`src/rtl/mc_move_scheduler.sv`:
```
// Monte Carlo 2048 move chooser: runs TRIALS playouts per first-move direction on one
// shared engine and reports the direction with the largest summed move count.
// Optional watchdog: define MC_TIMEOUT_EN to add the WAIT timeout and timeout_seen port.
module mc_move_scheduler #(
    parameter int         TRIALS  = 16,
    parameter int         CNT_W   = 15,
    parameter int         SUM_W   = 32,
    parameter logic [2:0] PROB    = 3'd7,
    parameter int         TIMEOUT = 65535
) (
    input  logic             clk,
    input  logic             rst,
    input  logic             start,
    input  logic [79:0]      board_in,
    output logic             busy,
    output logic             done,
    output logic [1:0]       best_dir,
    output logic [SUM_W-1:0] best_score,
    output logic             no_move,
    output logic             eng_rst,
    output logic [79:0]      eng_board,
    output logic [1:0]       eng_dir,
    output logic [2:0]       eng_prob,
    input  logic             eng_done,
    input  logic [CNT_W-1:0] eng_count,
    input  logic             eng_illegal
`ifdef MC_TIMEOUT_EN
    ,output logic            timeout_seen
`endif
);

    localparam int TRIAL_W = (TRIALS > 1) ? $clog2(TRIALS) : 1;

    typedef enum logic [2:0] {
        S_IDLE,
        S_LAUNCH,
        S_WAIT,
        S_DECIDE,
        S_DONE
    } state_t;

    state_t             state_q, state_d;
    logic [1:0]         dir_q;
    logic [TRIAL_W-1:0] trial_q;
    logic [SUM_W-1:0]   sum_q [4];
    logic [3:0]         invalid_q;
    logic [79:0]        board_q;
    logic [1:0]         best_dir_q;
    logic [SUM_W-1:0]   best_score_q;
    logic               no_move_q;

    logic               accept;
    logic               trial_end;
    logic               trial_illegal;
    logic [CNT_W-1:0]   trial_count;
    logic               last_trial;
    logic               dir_step;
    logic [SUM_W:0]     sum_wide;
    logic [SUM_W-1:0]   sum_sat;
    logic [1:0]         pick_dir;
    logic [SUM_W-1:0]   pick_score;
    logic               pick_found;

`ifdef MC_TIMEOUT_EN
    localparam int TO_W = $clog2(TIMEOUT + 1);

    logic [TO_W-1:0] wait_cnt_q;
    logic            timeout_hit;
    logic            timeout_seen_q;

    assign timeout_hit = (state_q == S_WAIT) && !eng_done &&
                         (wait_cnt_q == TO_W'(TIMEOUT - 1));

    // A timed-out playout is scored as a legal trial that survived zero moves.
    assign trial_end     = eng_done | timeout_hit;
    assign trial_illegal = eng_done & eng_illegal;
    assign trial_count   = eng_done ? eng_count : '0;

    always_ff @(posedge clk) begin
        if (!rst) begin
            wait_cnt_q     <= '0;
            timeout_seen_q <= 1'b0;
        end else begin
            if (state_q == S_LAUNCH)
                wait_cnt_q <= '0;
            else if (state_q == S_WAIT && !timeout_hit)
                wait_cnt_q <= wait_cnt_q + 1'b1;

            if (accept)
                timeout_seen_q <= 1'b0;
            else if (timeout_hit)
                timeout_seen_q <= 1'b1;
        end
    end

    assign timeout_seen = rst ? timeout_seen_q : 1'b0;
`else
    assign trial_end     = eng_done;
    assign trial_illegal = eng_illegal;
    assign trial_count   = eng_count;
`endif

    assign accept     = (state_q == S_IDLE) && start;
    assign last_trial = (trial_q == TRIAL_W'(TRIALS - 1));
    // An illegal first move makes the remaining trials of that direction pointless.
    assign dir_step   = trial_illegal || last_trial;

    assign sum_wide = {1'b0, sum_q[dir_q]} + {{(SUM_W + 1 - CNT_W){1'b0}}, trial_count};
    assign sum_sat  = sum_wide[SUM_W] ? {SUM_W{1'b1}} : sum_wide[SUM_W-1:0];

    always_ff @(posedge clk) begin
        if (!rst)
            state_q <= S_IDLE;
        else
            state_q <= state_d;
    end

    always_comb begin
        state_d = state_q;
        case (state_q)
            S_IDLE:   if (start) state_d = S_LAUNCH;
            S_LAUNCH: state_d = S_WAIT;
            S_WAIT: begin
                if (trial_end)
                    state_d = (dir_step && dir_q == 2'd3) ? S_DECIDE : S_LAUNCH;
            end
            S_DECIDE: state_d = S_DONE;
            S_DONE:   state_d = S_IDLE;
            default:  state_d = S_IDLE;
        endcase
    end

    // Strict greater-than while scanning upward keeps ties on the lowest direction.
    always_comb begin
        pick_dir   = 2'd0;
        pick_score = '0;
        pick_found = 1'b0;
        for (int d = 0; d < 4; d++) begin
            if (!invalid_q[d] && (!pick_found || sum_q[d] > pick_score)) begin
                pick_dir   = 2'(d);
                pick_score = sum_q[d];
                pick_found = 1'b1;
            end
        end
    end

    always_ff @(posedge clk) begin
        if (!rst) begin
            dir_q        <= '0;
            trial_q      <= '0;
            invalid_q    <= '0;
            board_q      <= '0;
            best_dir_q   <= '0;
            best_score_q <= '0;
            no_move_q    <= 1'b0;
            for (int d = 0; d < 4; d++)
                sum_q[d] <= '0;
        end else begin
            case (state_q)
                S_IDLE: begin
                    if (start) begin
                        board_q   <= board_in;
                        dir_q     <= '0;
                        trial_q   <= '0;
                        invalid_q <= '0;
                        for (int d = 0; d < 4; d++)
                            sum_q[d] <= '0;
                    end
                end
                S_WAIT: begin
                    if (trial_end) begin
                        if (trial_illegal)
                            invalid_q[dir_q] <= 1'b1;
                        else
                            sum_q[dir_q] <= sum_sat;

                        if (dir_step) begin
                            trial_q <= '0;
                            dir_q   <= dir_q + 2'd1;
                        end else begin
                            trial_q <= trial_q + 1'b1;
                        end
                    end
                end
                S_DECIDE: begin
                    best_dir_q   <= pick_found ? pick_dir : 2'd0;
                    best_score_q <= pick_found ? pick_score : '0;
                    no_move_q    <= !pick_found;
                end
                default: ;
            endcase
        end
    end

    // Outputs are forced to their reset values combinationally so they are clean
    // even before the first clock edge of a reset.
    assign busy       = rst && (state_q == S_LAUNCH || state_q == S_WAIT || state_q == S_DECIDE);
    assign done       = rst && (state_q == S_DONE);
    assign eng_rst    = !rst || (state_q == S_LAUNCH);
    assign eng_board  = rst ? board_q : '0;
    assign eng_dir    = rst ? dir_q : '0;
    assign eng_prob   = rst ? PROB : '0;
    assign best_dir   = rst ? best_dir_q : '0;
    assign best_score = rst ? best_score_q : '0;
    assign no_move    = rst ? no_move_q : 1'b0;

endmodule

```
`config.mk`:
```
export PLATFORM = sky130hd
export DESIGN_NAME = mc_move_scheduler
export DESIGN_NICKNAME = d
export VERILOG_FILES = /design/src/rtl/mc_move_scheduler.sv
export SDC_FILE = /design/constraint.sdc
export NUM_CORES = 1
export LEC_CHECK = 0
export ABC_AREA = 1
export BUFFER_PORTS_ARGS = -buffer_cell sky130_fd_sc_hd__buf_2
export CAP_MARGIN = 20
export CORE_UTILIZATION = 35
export DETAILED_ROUTE_END_ITERATION = 12
export GPL_TIMING_DRIVEN = 0
export RECOVER_POWER = 100
export SETUP_SLACK_MARGIN = 0.15
export SKIP_LAST_GASP = 1
export SYNTH_ARGS = -nofsm -noshare
export SYNTH_HDL_FRONTEND = slang
export SYNTH_SLANG_ARGS = --single-unit
```
`constraint.sdc`:
```
create_clock -name clk -period 16.4 [get_ports clk]
set_input_delay 2.46 -clock clk [delete_from_list [all_inputs] [get_ports clk]]
set_output_delay 2.46 -clock clk [all_outputs]
set_load 0.02 [all_outputs]
```
---- After elaboration in Yosys (flattened, before gate mapping) ----
Memories as Yosys holds them, arrays and structs flattened. A register that Yosys moved wholly into a read port is not among the register bits.
Index checks and enable logic that the tools add are counted.
cells by class
  magnitude comparators ................... 5
  eq/ne operators ......................... 10
  add/subtract/negate cells ............... 3
  bitwise logic cells ..................... 5
  multiplexer cells ....................... 56
  reduce and logical (&&, ||, !) cells .... 29
operator list
  cell                   count
  $mux W32               12
  $gt A32 B32 Y1         3
  $mux W80               1
  $add A32 B15 Y33       1
  $reduce_or A32 Y1      1
  $mux W2                12
  $mux W4                5
  $mux W1                18
  $pmux W4 S2            2
  $pmux W3 S4            1
  $mux W3                3
  $ne A2 B2 Y1 const B   4
  $reduce_and A4 Y1      2
  $logic_and A1 B1 Y1    7
  $logic_not A1 Y1       7
  $logic_or A1 B1 Y1     7
  $eq A3 B2 Y1 const B   2
  $add A4 B1 Y4 const B  1
  $eq A4 B4 Y1 const B   1
  $or A1 B1 Y1           4
  $or A4 B4 Y4           1
  $pmux W2 S2            1
  $reduce_and A2 Y1      2
  $eq A3 B1 Y1 const B   1
  other kinds (9)        9
word-level totals
  memories ................................ 1
  flip-flop bits (word level) ............. 128
  output and inout port bits .............. 123
  bits of input ports ..................... 100
  memory bits (writable) .................. 128
memory list
  name   depth  width  read ports  clocked after Yosys merged registers in  write ports  line  RTL
  sum_q  4      32     5           1                                        4            45    logic [SUM_W-1:0] sum_q [4];

---- Depth between registers and ports, before layout ----
An unclocked memory read counts as a cell.
  word-level depth ........................ 15
  gate-level depth with buffers ........... 59
  gate-level depth less buffers ........... 55

---- Worst setup path after synthesis ----
OpenSTA, ideal clock, no wires.
  path kind ............................... input-to-output
  from .................................... input rst
  to ...................................... output done
  setup slack ............................. 10,476 ps
  required time ........................... 13,940 ps
  data arrival time ....................... 3,464 ps
  cell stages on the path ................. 3
  cells stage by stage .................... clkbuf_1 clkinv_1 nor4_1
on the way
  longest elaborated chain between the ends .. 1
RTL lines
  item                 line  RTL
  start: declaration   12    input logic rst,
  $logic_and A1 B1 Y1  198   assign done = rst && (state_q == S_DONE);
  end: declaration     16    output logic done,
Every way passes these cells.

---- Worst setup path in the final report ----
  from .................................... register invalid_q[0]
  to ...................................... register best_score_q[12]
on the way
  longest elaborated chain between the ends .. 14
  elaborated cells between the ends (all ways) .. 20
  those cells by class .................... order compare: 3; mux: 9; reduce/logical: 8
RTL lines
  item                                                       line  RTL
  start: declaration                                         46    logic [3:0] invalid_q;
  start signal: assignment                                   151   invalid_q <= '0;
  start signal: assignment                                   165   invalid_q <= '0;
  start signal: indexed assignment                           173   invalid_q[dir_q] <= 1'b1;
  $mux W32                                                   139   if (!invalid_q[d] && (!pick_found || sum_q[d] > pick_score)) begin
  $gt A32 B32 Y1                                             139
  $logic_or A1 B1 Y1                                         139
  $logic_and A1 B1 Y1                                        139
  $mux W32 / $mux W1 (equally long branches)                 139
  $gt A32 B32 Y1 / $logic_not A1 Y1 (equally long branches)  139
  $logic_or A1 B1 Y1                                         139
  $logic_and A1 B1 Y1                                        139
  $mux W32 / $mux W1 (equally long branches)                 139
  $gt A32 B32 Y1 / $logic_not A1 Y1 (equally long branches)  139
  $logic_or A1 B1 Y1                                         139
  $logic_and A1 B1 Y1                                        139
  $mux W32 / $mux W1 (equally long branches)                 139
  $mux W32 (*)                                               187   best_score_q <= pick_found ? pick_score : '0;
  end signal: assignment                                     187
  end: declaration                                           49    logic [SUM_W-1:0] best_score_q;
Every way passes the cells marked *; elsewhere a longest branch is shown, timed or not.
A chain may end at the register's enable or synchronous reset.

==> qor.yml <==
status:
  status: "finished, violations left"
  failed_checks: "max-capacitance violations, max-slew violations"
setup_path:
  cp-start-kind: "flip-flop"
  required_ns: 16.84
  cp_slowest_stage_delay_ns: 0.66
  critPathMaxFanout: 10
  reg2reg_slack_ns: 6.76
  cp-end-kind: "flip-flop"
  crit_path_frequent_cell: "nand2_1"
  critPathArrivalTime_ns: 10.07
  cp_slowest_cell: "nor4_1"
  startpoint: "invalid_q[0]$_SDFFE_PN0P_"
  critPathKind: "reg -> reg"
  r2r_start: "invalid_q[0]$_SDFFE_PN0P_"
die:
  core_region_area_um2: 45800
  fp-row-count: 78
  top_level_ports: 223
  start_util_pct: 35.8
  die_x_um: 218
  dieArea_um2: 47700
  die_h_um: 218
drt:
  wl_per_cell_um: 18.1
  top_layer: "met4"
  routedLengthMet1_mm: 25.0
  drt_wl_total_mm: 58.0
  firstDrtPassIters: 5
  route.met3.wl_mm: 3.60
  vias: 16122
  via_per_inst: 5.02
  drcViolationCount: 0
  antenna_left: 0
  wl_met2_mm: 27.1
  drt_iter0_drc: 1363
sta:
  rsz0062_at_grt: "no"
  final_max_slew_viol_count: 101
  clock.fmax_mhz: 104
  setup_tns_ns: 0
  worst_slew_pin_slew_ns: 2.10
  relSlewSlack_pct: -40.0
  finalCriticalPeriod_ns: 9.64
  min_period_over_period_pct: 58.8
  setup_viol: 0
  skew_ns: 0.0329
  hold_viol: 0
power:
  fin_total_pwr_w: 0.00259
  power_density_nw_per_um2: 135
  ir_drop_uv: 60.4
  p_leak_nw: 9.81
placed_design:
  post-dp-hpwl_mm: 44.2
  place_congestion: 0.979
  io_buffer_count: 221
  dp_cells: 3150
logic_synthesis:
  synth_edf_count: 128
  syn_avg_cell_area_um2: 7.04
  ys_seq_elements: 258
  synth_cells: 2326
  synth_top_cell_area_share_pct: 23.5
  seq_area_frac_synth_pct: 39.4
  ys_warn_count: 0
  syn_nets: 2543
  synth_ff_type: "dfxtp_1"
  ys_top_cells_by_area: "edfxtp_1 (23%), dfxtp_1 (16%), nand2_1 (15%)"
  post-synth-top-area-cell: "edfxtp_1"
  synth-async-reset-ratio_pct: 0
  syn-cell-area_um2: 16400
  synth_cell_types: 42
clocking:
  tritoncts: "built"
  holdBufCountCts: 0
  clk_pin_slew_ns: 0.06
  postCtsSetupBuffers: 0
  root_buffer: "clkbuf_16"
  clock-sinks: 258
  cts_buffer_depth: 3
  cts_htree_levels: 2
  cts_made_buffers: 35
  post_cts_resized: 0
  clkLatencyLatePin_ns: 0.55
final_layout:
  num_antenna_cells: 0
  drive_above_1_share_pct: 6.89
  stdcell_count: 3212
  layout-area-overhead-vs-synth_pct: 17.3
  nNetsFinal: 2804
job:
  drv_cap: 4
grt:
  track_usage_pct: 23.8
  grt-ovfl-total: 0
  grt_pass1_wl_mm: 86.4
  antenna_found_initial: 0
  grt_start_max_net_pins: 33
  grt_pass1_vias: 15436
hold_path:
  worstHoldStart: "board_q[21]$_SDFFE_PN0P_"
  min_path_type: "reg -> reg"
## layout make-up
cell class | instances | area [µm²]
buffer | 106 | 438
clock buffer | 45 | 973
clock inverter | 17 | 170
fill | 4894 | 26600
inverter | 405 | 1520
multi-input combinational | 1557 | 7950
sequential | 258 | 6450
tap | 600 | 751
timing repair buffer | 224 | 965
## critical path, delay by kind of cell, from the launching register on
kind	cells	cell delay (ns)
flops	1	0.32
fa+ha+maj	3	0.78
compound gates	3	0.48
buf+inv	5	2.50
simple gates	30	5.44
## metal layers
metal / vias up / global-route usage [%]
met1: 7585 / 30.9
li1: 7918 / -
met5: - / 0
met2: 497 / 39.4
met4: 0 / 10.7
met3: 122 / 3.05
## flip-flops by register name (all words and copies together), names as in the netlist, named ones only
register / count
state_q: 3
best_score_q: 32
sum_q: 128
invalid_q: 4
best_dir_q: 2
no_move_q: 1
trial_q: 4
dir_q: 2
board_q: 80
## kinds of logic after synthesis
logic type,after synthesis,share of synthesized area [%]
simple gates,1036,26.2
buf+inv,511,12.1
compound gates,380,12.1
flops,258,39.4
fa+ha+maj,117,8.98
xor+xnor,24,1.28
## report_power, final
part / internal [W] / switching, W / leakage (nW)
clock network: 0.000467 / 0.000304 / 0.565
logic: 0.000319 / 0.000726 / 6.79
registers: 0.000735 / 0.0000380 / 2.46
## metrics by stage
| step | setup slack (ns) | hold slack [ns] | utilization, % | area [µm²] |
|---|---|---|---|---|
| 2_1_floorplan | 10.48 | 0.424 | - | 16400 |
| 3_3_place_gp | 7.37 | 0.432 | 39.8 | 18200 |
| 5_1_grt | 6.14 | 0.462 | 42.0 | 19200 |
| 4_1_cts | 7.14 | 0.444 | 42.5 | 19500 |
| 3_5_place_dp | 7.20 | 0.435 | 40.0 | 18300 |
| 6_report | 6.76 | 0.441 | 42.0 | 19200 |
## final timing paths
| kind | depth (start not counted) | end |
|---|---|---|
| worst min register to register | 2 | board_q[21]$_SDFFE_PN0P_ |
| worst min-delay path | 2 | board_q[21]$_SDFFE_PN0P_ |
| worst max register to register | 41 | best_score_q[12]$_SDFFE_PN0P_ |
| worst max-delay path | 41 | best_score_q[12]$_SDFFE_PN0P_ |
## cells in the mapped netlist, drive strengths merged, types with 2 or more instances
| library cell | number |
|---|---|
| nand4 | 12 |
| clkbuf | 86 |
| edfxtp | 128 |
| nand3b | 17 |
| dfxtp | 130 |
| inv | 397 |
| a32oi | 2 |
| a21oi | 219 |
| o21a | 5 |
| nor2 | 173 |
| nor4 | 5 |
| nor3 | 11 |
| a31oi | 3 |
| a21o | 3 |
| clkinv | 8 |
| o21ai | 139 |
| xnor2 | 8 |
| ha | 116 |
| and2 | 31 |
| xor2 | 16 |
| buf | 20 |
| nand3 | 150 |
| nand2 | 636 |
| o211ai | 4 |
## cell usage in the layout, fill, tap and decap left out, drive strengths merged, types with 2 or more instances in the layout
| cell | count |
|---|---|
| bufinv | 3 |
| ha | 116 |
| nand3b | 17 |
| a21o | 3 |
| xnor2 | 8 |
| a31oi | 3 |
| inv | 400 |
| dfxtp | 130 |
| nand4 | 12 |
| xor2 | 16 |
| nand2 | 636 |
| clkbuf | 262 |
| nor4 | 5 |
| o21a | 5 |
| buf | 113 |
| edfxtp | 128 |
| clkinv | 18 |
| nor3 | 11 |
| nand3 | 150 |
| and2 | 31 |
| a21oi | 219 |
| o211ai | 4 |
| o21ai | 139 |
| nor2 | 173 |
| a32oi | 2 |
No activity file was read; power rests on OpenSTA's default activity.
